## config.mk

```make
export PLATFORM = sky130hd
export DESIGN_NAME = tx_serializer
export DESIGN_NICKNAME = d
export VERILOG_FILES = /design/src/rtl/tx_serializer.sv
export SDC_FILE = /design/constraint.sdc
export NUM_CORES = 1
export LEC_CHECK = 0
export CORE_UTILIZATION = 30
export CTS_CLUSTER_SIZE = 24
export DETAILED_ROUTE_END_ITERATION = 10
export GPL_TIMING_DRIVEN = 0
export PLACE_DENSITY = 0.5
export SYNTH_ARGS = -nofsm -noshare
export SYNTH_HDL_FRONTEND = slang
export SYNTH_SLANG_ARGS = --single-unit
```

## constraint.sdc

```tcl
create_clock -name i_Pclk -period 2.24 [get_ports i_Pclk]
set_clock_uncertainty 0.05 [all_clocks]
set_input_delay 0.336 -clock i_Pclk [delete_from_list [all_inputs] [get_ports i_Pclk]]
set_output_delay 0.336 -clock i_Pclk [all_outputs]
set_load 0.01 [all_outputs]
```

## src/rtl/tx_serializer.sv

```systemverilog
// Frame serializer: latches one FRAME_W-bit frame via valid/ready and shifts it out MSB-first,
// one bit per CLKS_PER_BIT clocks, with a bit clock whose rising edge sits at mid-bit.
module tx_serializer #(
  parameter int FRAME_W      = 11,
  parameter int CLKS_PER_BIT = 16
) (
  input  logic               i_Pclk,
  input  logic               i_Rst,
  input  logic [FRAME_W-1:0] i_Frame,
  input  logic               i_Valid,
  output logic               o_Ready,
  output logic               o_Tx,
  output logic               o_Sclk,
  output logic               o_Busy,
  output logic               o_Done
);

  localparam int DIV_W = (CLKS_PER_BIT > 1) ? $clog2(CLKS_PER_BIT) : 1;
  localparam int CNT_W = (FRAME_W > 1) ? $clog2(FRAME_W) : 1;
  localparam logic [DIV_W-1:0] DIV_LAST = DIV_W'(CLKS_PER_BIT - 1);
  localparam logic [DIV_W-1:0] DIV_HALF = DIV_W'(CLKS_PER_BIT / 2);
  localparam logic [CNT_W-1:0] CNT_LOAD = CNT_W'(FRAME_W - 1);

  typedef enum logic {
    IDLE,
    SHIFT
  } state_t;

  state_t             state, state_nxt;
  logic [FRAME_W-1:0] shift_reg, shift_nxt;
  logic [CNT_W-1:0]   bit_cnt, cnt_nxt;
  logic [DIV_W-1:0]   div, div_nxt;
  logic               done_q, done_nxt;

  always_ff @(posedge i_Pclk) begin
    if (i_Rst) begin
      state     <= IDLE;
      shift_reg <= '0;
      bit_cnt   <= '0;
      div       <= '0;
      done_q    <= 1'b0;
    end else begin
      state     <= state_nxt;
      shift_reg <= shift_nxt;
      bit_cnt   <= cnt_nxt;
      div       <= div_nxt;
      done_q    <= done_nxt;
    end
  end

  // Bit boundaries happen only on divider wrap, while o_Sclk is low, so the receiver's
  // rising edge always sees stable data.
  always_comb begin
    state_nxt = state;
    shift_nxt = shift_reg;
    cnt_nxt   = bit_cnt;
    div_nxt   = div;
    done_nxt  = 1'b0;
    case (state)
      IDLE: begin
        if (i_Valid) begin
          shift_nxt = i_Frame;
          cnt_nxt   = CNT_LOAD;
          div_nxt   = '0;
          state_nxt = SHIFT;
        end
      end
      SHIFT: begin
        if (div == DIV_LAST) begin
          div_nxt = '0;
          if (bit_cnt != '0) begin
            shift_nxt = {shift_reg[FRAME_W-2:0], 1'b1};
            cnt_nxt   = bit_cnt - 1'b1;
          end else begin
            state_nxt = IDLE;
            done_nxt  = 1'b1;
          end
        end else begin
          div_nxt = div + 1'b1;
        end
      end
    endcase
  end

  always_comb begin
    o_Ready = (state == IDLE);
    o_Busy  = (state == SHIFT);
    o_Tx    = (state == SHIFT) ? shift_reg[FRAME_W-1] : 1'b1;
    o_Sclk  = (state == SHIFT) && (div >= DIV_HALF);
    o_Done  = done_q;
  end

endmodule

```

==> Word level (Yosys, flattened, before mapping) <==
Cells that the tools add are included.
{ "classes": {"multipliers": 0, "n_shift": 0, "mux": 17, "magnitude_cmp": 1, "reduce_logical": 4, "bitwise_logic": 2, "div": 0, "n_eq_ne": 4, "n_addsub": 2} }
{ "ops": {"columns": ["op", "count"], "rows": [
  ["11-bit 2-to-1 mux", 3],
  ["11-bit case mux with 2 select lines", 1],
  ["4-bit 2-to-1 mux", 5],
  ["4-bit case mux with 2 select lines", 2],
  ["1-bit 2-to-1 mux", 5],
  ["4-bit by 1-bit adder with 4-bit output (second input constant)", 1],
  ["4-bit == test (second input constant)", 1],
  ["4-bit >= comparator (second input constant)", 1],
  ["2-bit by 1-bit != test with 1-bit output (second input constant)", 2],
  ["4-bit nonzero test", 1],
  ["4-bit by 1-bit subtractor with 4-bit output (second input constant)", 1],
  ["3-bit AND reduction", 1],
  ["3-bit OR reduction", 1],
  ["2-bit != test (second input constant)", 1],
  ["1-bit inverter", 2],
  ["1-bit case mux with 2 select lines", 1],
  ["1-bit logical AND", 1]
]} }
{ "totals": {"mem_count": 0, "input_bits": 14, "ramBits": 0, "regBits": 21, "latch_bits": 0, "rom_bits": 0, "wordCells": 35} }

==> Logic depth before layout (Yosys ltp) <==
{ "depth": {"depth_word": 4, "mapped_depth": 7, "ltp_nobuf": 5} }

==> Least setup slack after synthesis <==
Ideal clock, no wire load.
{ "synth_path": {"path_type": "reg2reg", "from": "register bit_cnt[0]", "to": "register bit_cnt[2]", "setup_slack_ns": 0.685, "required_ns": 2.060, "arrival_ns": 1.375, "stages_incl_launch_ff": 8, "setup_ns": 0.130, "n_path_buf": 2, "synth_period_minus_slack_ns": 1.555, "cell_sequence": "dfxtp_1 > inv_1 > ha_1 > or3b_1 > buf_6 > buf_6 > a32oi_1 > o31ai_1"} }
{ "synth_via": {"elab_chain_len": 4, "word_cells_on_any_way": 7} }
{ "synth_rtl": {"columns": ["element", "line", "rtl"], "rows": [
  ["from (decl)", "31", "logic [CNT_W-1:0] bit_cnt, cnt_nxt;"],
  ["from (signal assigned)", "45", "bit_cnt <= cnt_nxt;"],
  ["4-bit by 1-bit subtractor with 4-bit output", "73", "cnt_nxt = bit_cnt - 1'b1;"],
  ["4-bit 2-to-1 mux", "71", "if (bit_cnt != '0) begin"],
  ["4-bit 2-to-1 mux", "69", "if (div == DIV_LAST) begin"],
  ["4-bit case mux with 2 select lines", "59", "case (state)"]
]} }
Several ways; a longest one is shown, not always the timed one. The select of a mux whose other input is x is not followed.
A chain may end at the register's enable or synchronous reset.

==> Worst setup path after layout <==
{ "layout_path": {"from": "register state (netlist: o_Busy)", "to": "output port o_Sclk"} }
{ "layout_via": {"elab_chain_len": 1} }
{ "layout_rtl": {"columns": ["element", "line", "rtl"], "rows": [
  ["from (decl)", "29", "state_t state, state_nxt;"],
  ["from (signal assigned)", "43", "state <= state_nxt;"],
  ["1-bit logical AND", "89", "o_Sclk = (state == SHIFT) && (div >= DIV_HALF);"],
  ["to (decl)", "13", "output logic o_Sclk,"]
]} }
No other way between the ends.

==> results.yml <==
floorplan:
  coreArea_mm2: 0.00369
  die_h_um: 64.2
  die_w_um: 64.2
  initial_utilization: 0.314
  rows: 22
  io-pin-count: 19
  dieArea_mm2: 0.00412
critical_path:
  cp_max_fo: 16
  setup.worst_path.end_class: "output pin"
  critPathLaunchType: "flop"
  arrival_ps: 1440
  critical_path_class: "reg -> out"
  cp_slowest_cell: "clkdlybuf4s50_1"
  slowest_delay_ps: 520
  required_ps: 1850
  path_cells: "buf_6 -> and2_1 -> clkdlybuf4s50_1"
clocking:
  cts_root_buf: "clkbuf_8"
  postCtsHoldBufs: 0
  cts.repair.resized: 0
  clock_sinks: 21
  clk_pin_slew_ps: 80
  cts_buffer_depth: 2
  numCtsBuffers: 3
  postCtsSetupBuffers: 0
  cts_tree: "built"
  clk_latency_ps: 250
  htreeDepth: 1
sta:
  slew_violations: 0
  setup_violations: 0
  max_freq_ghz: 0.548
  fin_crit_sh: 0.815
  slew_headroom: 0.645
  worst_pin_slew_ps: 533
  fin_tns_setup_ps: 0
  period_minus_slack_ps: 1830
  rsz0062_at_grt: "no"
  hold_violations: 0
final_layout:
  final_cell_mix: "dfxtp_1, a211oi_1, clkdlybuf4s50_1"
  area_delta_synth_final_pct: 24.3
  drive_above_1_share: 0.136
  layout.cells.most_common: "dfxtp_1"
  nets: 159
  multi_input_area_um2: 632
  largest_reg_flops: 11
  nFillCells: 402
  num_antenna_cells: 0
  seq_area_um2: 420
grt:
  gr-total-overflow: 0
  grt_pass1_wl_mm: 4.70
  grt_pass1_vias: 996
  track_usage: 0.146
  antenna_found_initial: 0
  grt_max_degree: 12
placed_design:
  gp_congestion: 0.759
  port_buffers: 18
  dp_hpwl_mm: 1.90
synth:
  yosys-top-cells-area: "dfxtp_1, a211oi_1, mux2i_1"
  ys_ff_latch: 21
  syn_area_mm2: 0.00116
  ys_warn_count: 0
  ys.flop_type: "dfxtp_1"
  postSynthAreaPerCell_um2: 9.75
  synth_cell_types: 32
  yosysTopAreaCell: "dfxtp_1"
  synth-edff-count: 0
  synthesis.nets: 137
  synth.top_cell.area_share: 0.362
  yosysSeqAreaShare: 0.362
  synth_cells: 119
  async_flop_share: 0
run_status:
  status: "finished, final reports clean"
routing:
  ant_nets: 0
  vias: 961
  routedWlPerCell_um: 14.1
  vias_per_cell: 5.11
  drt_wl_total_mm: 2.66
  drc_errors: 0
  drt_first_pass_iters: 4
  drt-initial-drc-count: 45
power:
  leakagePower_nw: 0.496
  power.switching_mw: 0.219
  internal-power_mw: 0.606
  power_density_mw_per_mm2: 572
  clkPwrFrac: 0.299
  ir_drop_v: 0.000237
  p_total_mw: 0.825
  seq_power_share: 0.499
  pwr-share-comb: 0.202
  switching_share: 0.265
flow_run:
  cap_violations: 0
min_path:
  hp-class: "reg -> reg"
-- critical path: cells and delay by family, from the launching register on --
kind	cells	cell delay [ps]
buf+inv	2	690
simple gates	1	140
flops	1	350
-- logic make-up after synthesis --
kind of cell               Yosys count  share of synthesized area
AOI/OAI and AO/OA                   40                      0.278
and+or+nand+nor                     27                      0.137
DFF                                 21                      0.362
buffers and inverters               17                     0.0928
muxes                               10                     0.0863
adders and majority gates            4                     0.0432
-- cells in the mapped netlist (2+ instances only) --
cell / count
dfxtp_1: 21
a211oi_1: 18
mux2i_1: 10
a21oi_1: 7
inv_1: 7
a211oi_2: 6
buf_6: 4
ha_1: 4
nand3_1: 4
nor2_1: 4
clkbuf_1: 3
nor2b_1: 3
nor3_1: 3
o21ai_0: 3
buf_2: 2
nand2b_1: 2
nand4_1: 2
nor3b_1: 2
-- layout make-up --
type	instances	share of cell area
sequential	21	0.292
buffer	9	0.0538
clock buffer	4	0.0313
timing repair buffer	18	0.125
multi-input combinational	81	0.438
tap	48	0.0417
inverter	7	0.0182
-- power by group through the flow --
stage          Sequential [mW]  Clock (mW)  Combinational, mW
2_1_floorplan            0.417           0              0.111
3_3_place_gp             0.419           0              0.169
3_5_place_dp             0.420           0              0.169
4_1_cts                  0.411       0.258              0.170
5_1_grt                  0.415       0.273              0.185
6_report                 0.411       0.247              0.167
-- metal layers --
| metal | global-route usage | vias to the layer above | routed length, um |
|---|---|---|---|
| met2 | 0.235 | 24 | 1170 |
| met1 | 0.192 | 445 | 1350 |
| met4 | 0.0556 | 0 | 15 |
| met3 | 0.0268 | 2 | 123 |
| met5 | 0 | - | 0 |
| li1 | - | 490 | - |
-- path summary, 6_finish.rpt --
check / slack, ps / start / cells after the start / endpoint
hold / removal: 430 / shift_reg[0] / 2 / shift_reg[0]
setup reg to reg: 490 / div[1] / 4 / shift_reg[5]
hold reg to reg: 430 / shift_reg[0] / 2 / shift_reg[0]
setup / recovery: 410 / o_Busy / 3 / o_Sclk
-- metrics by stage --
stage               std cells  hold slack [ps]  setup slack [ps]   util  instance area (um^2)
floorplan                 119              355               685      -                  1160
global placement          185              417               277  0.380                  1400
detailed placement        185              417               290  0.380                  1400
CTS                       189              433              1.72  0.392                  1450
global route              188              461               339  0.391                  1440
finish                    188              432               415  0.391                  1440
No activity file was read; power rests on OpenSTA's default activity.
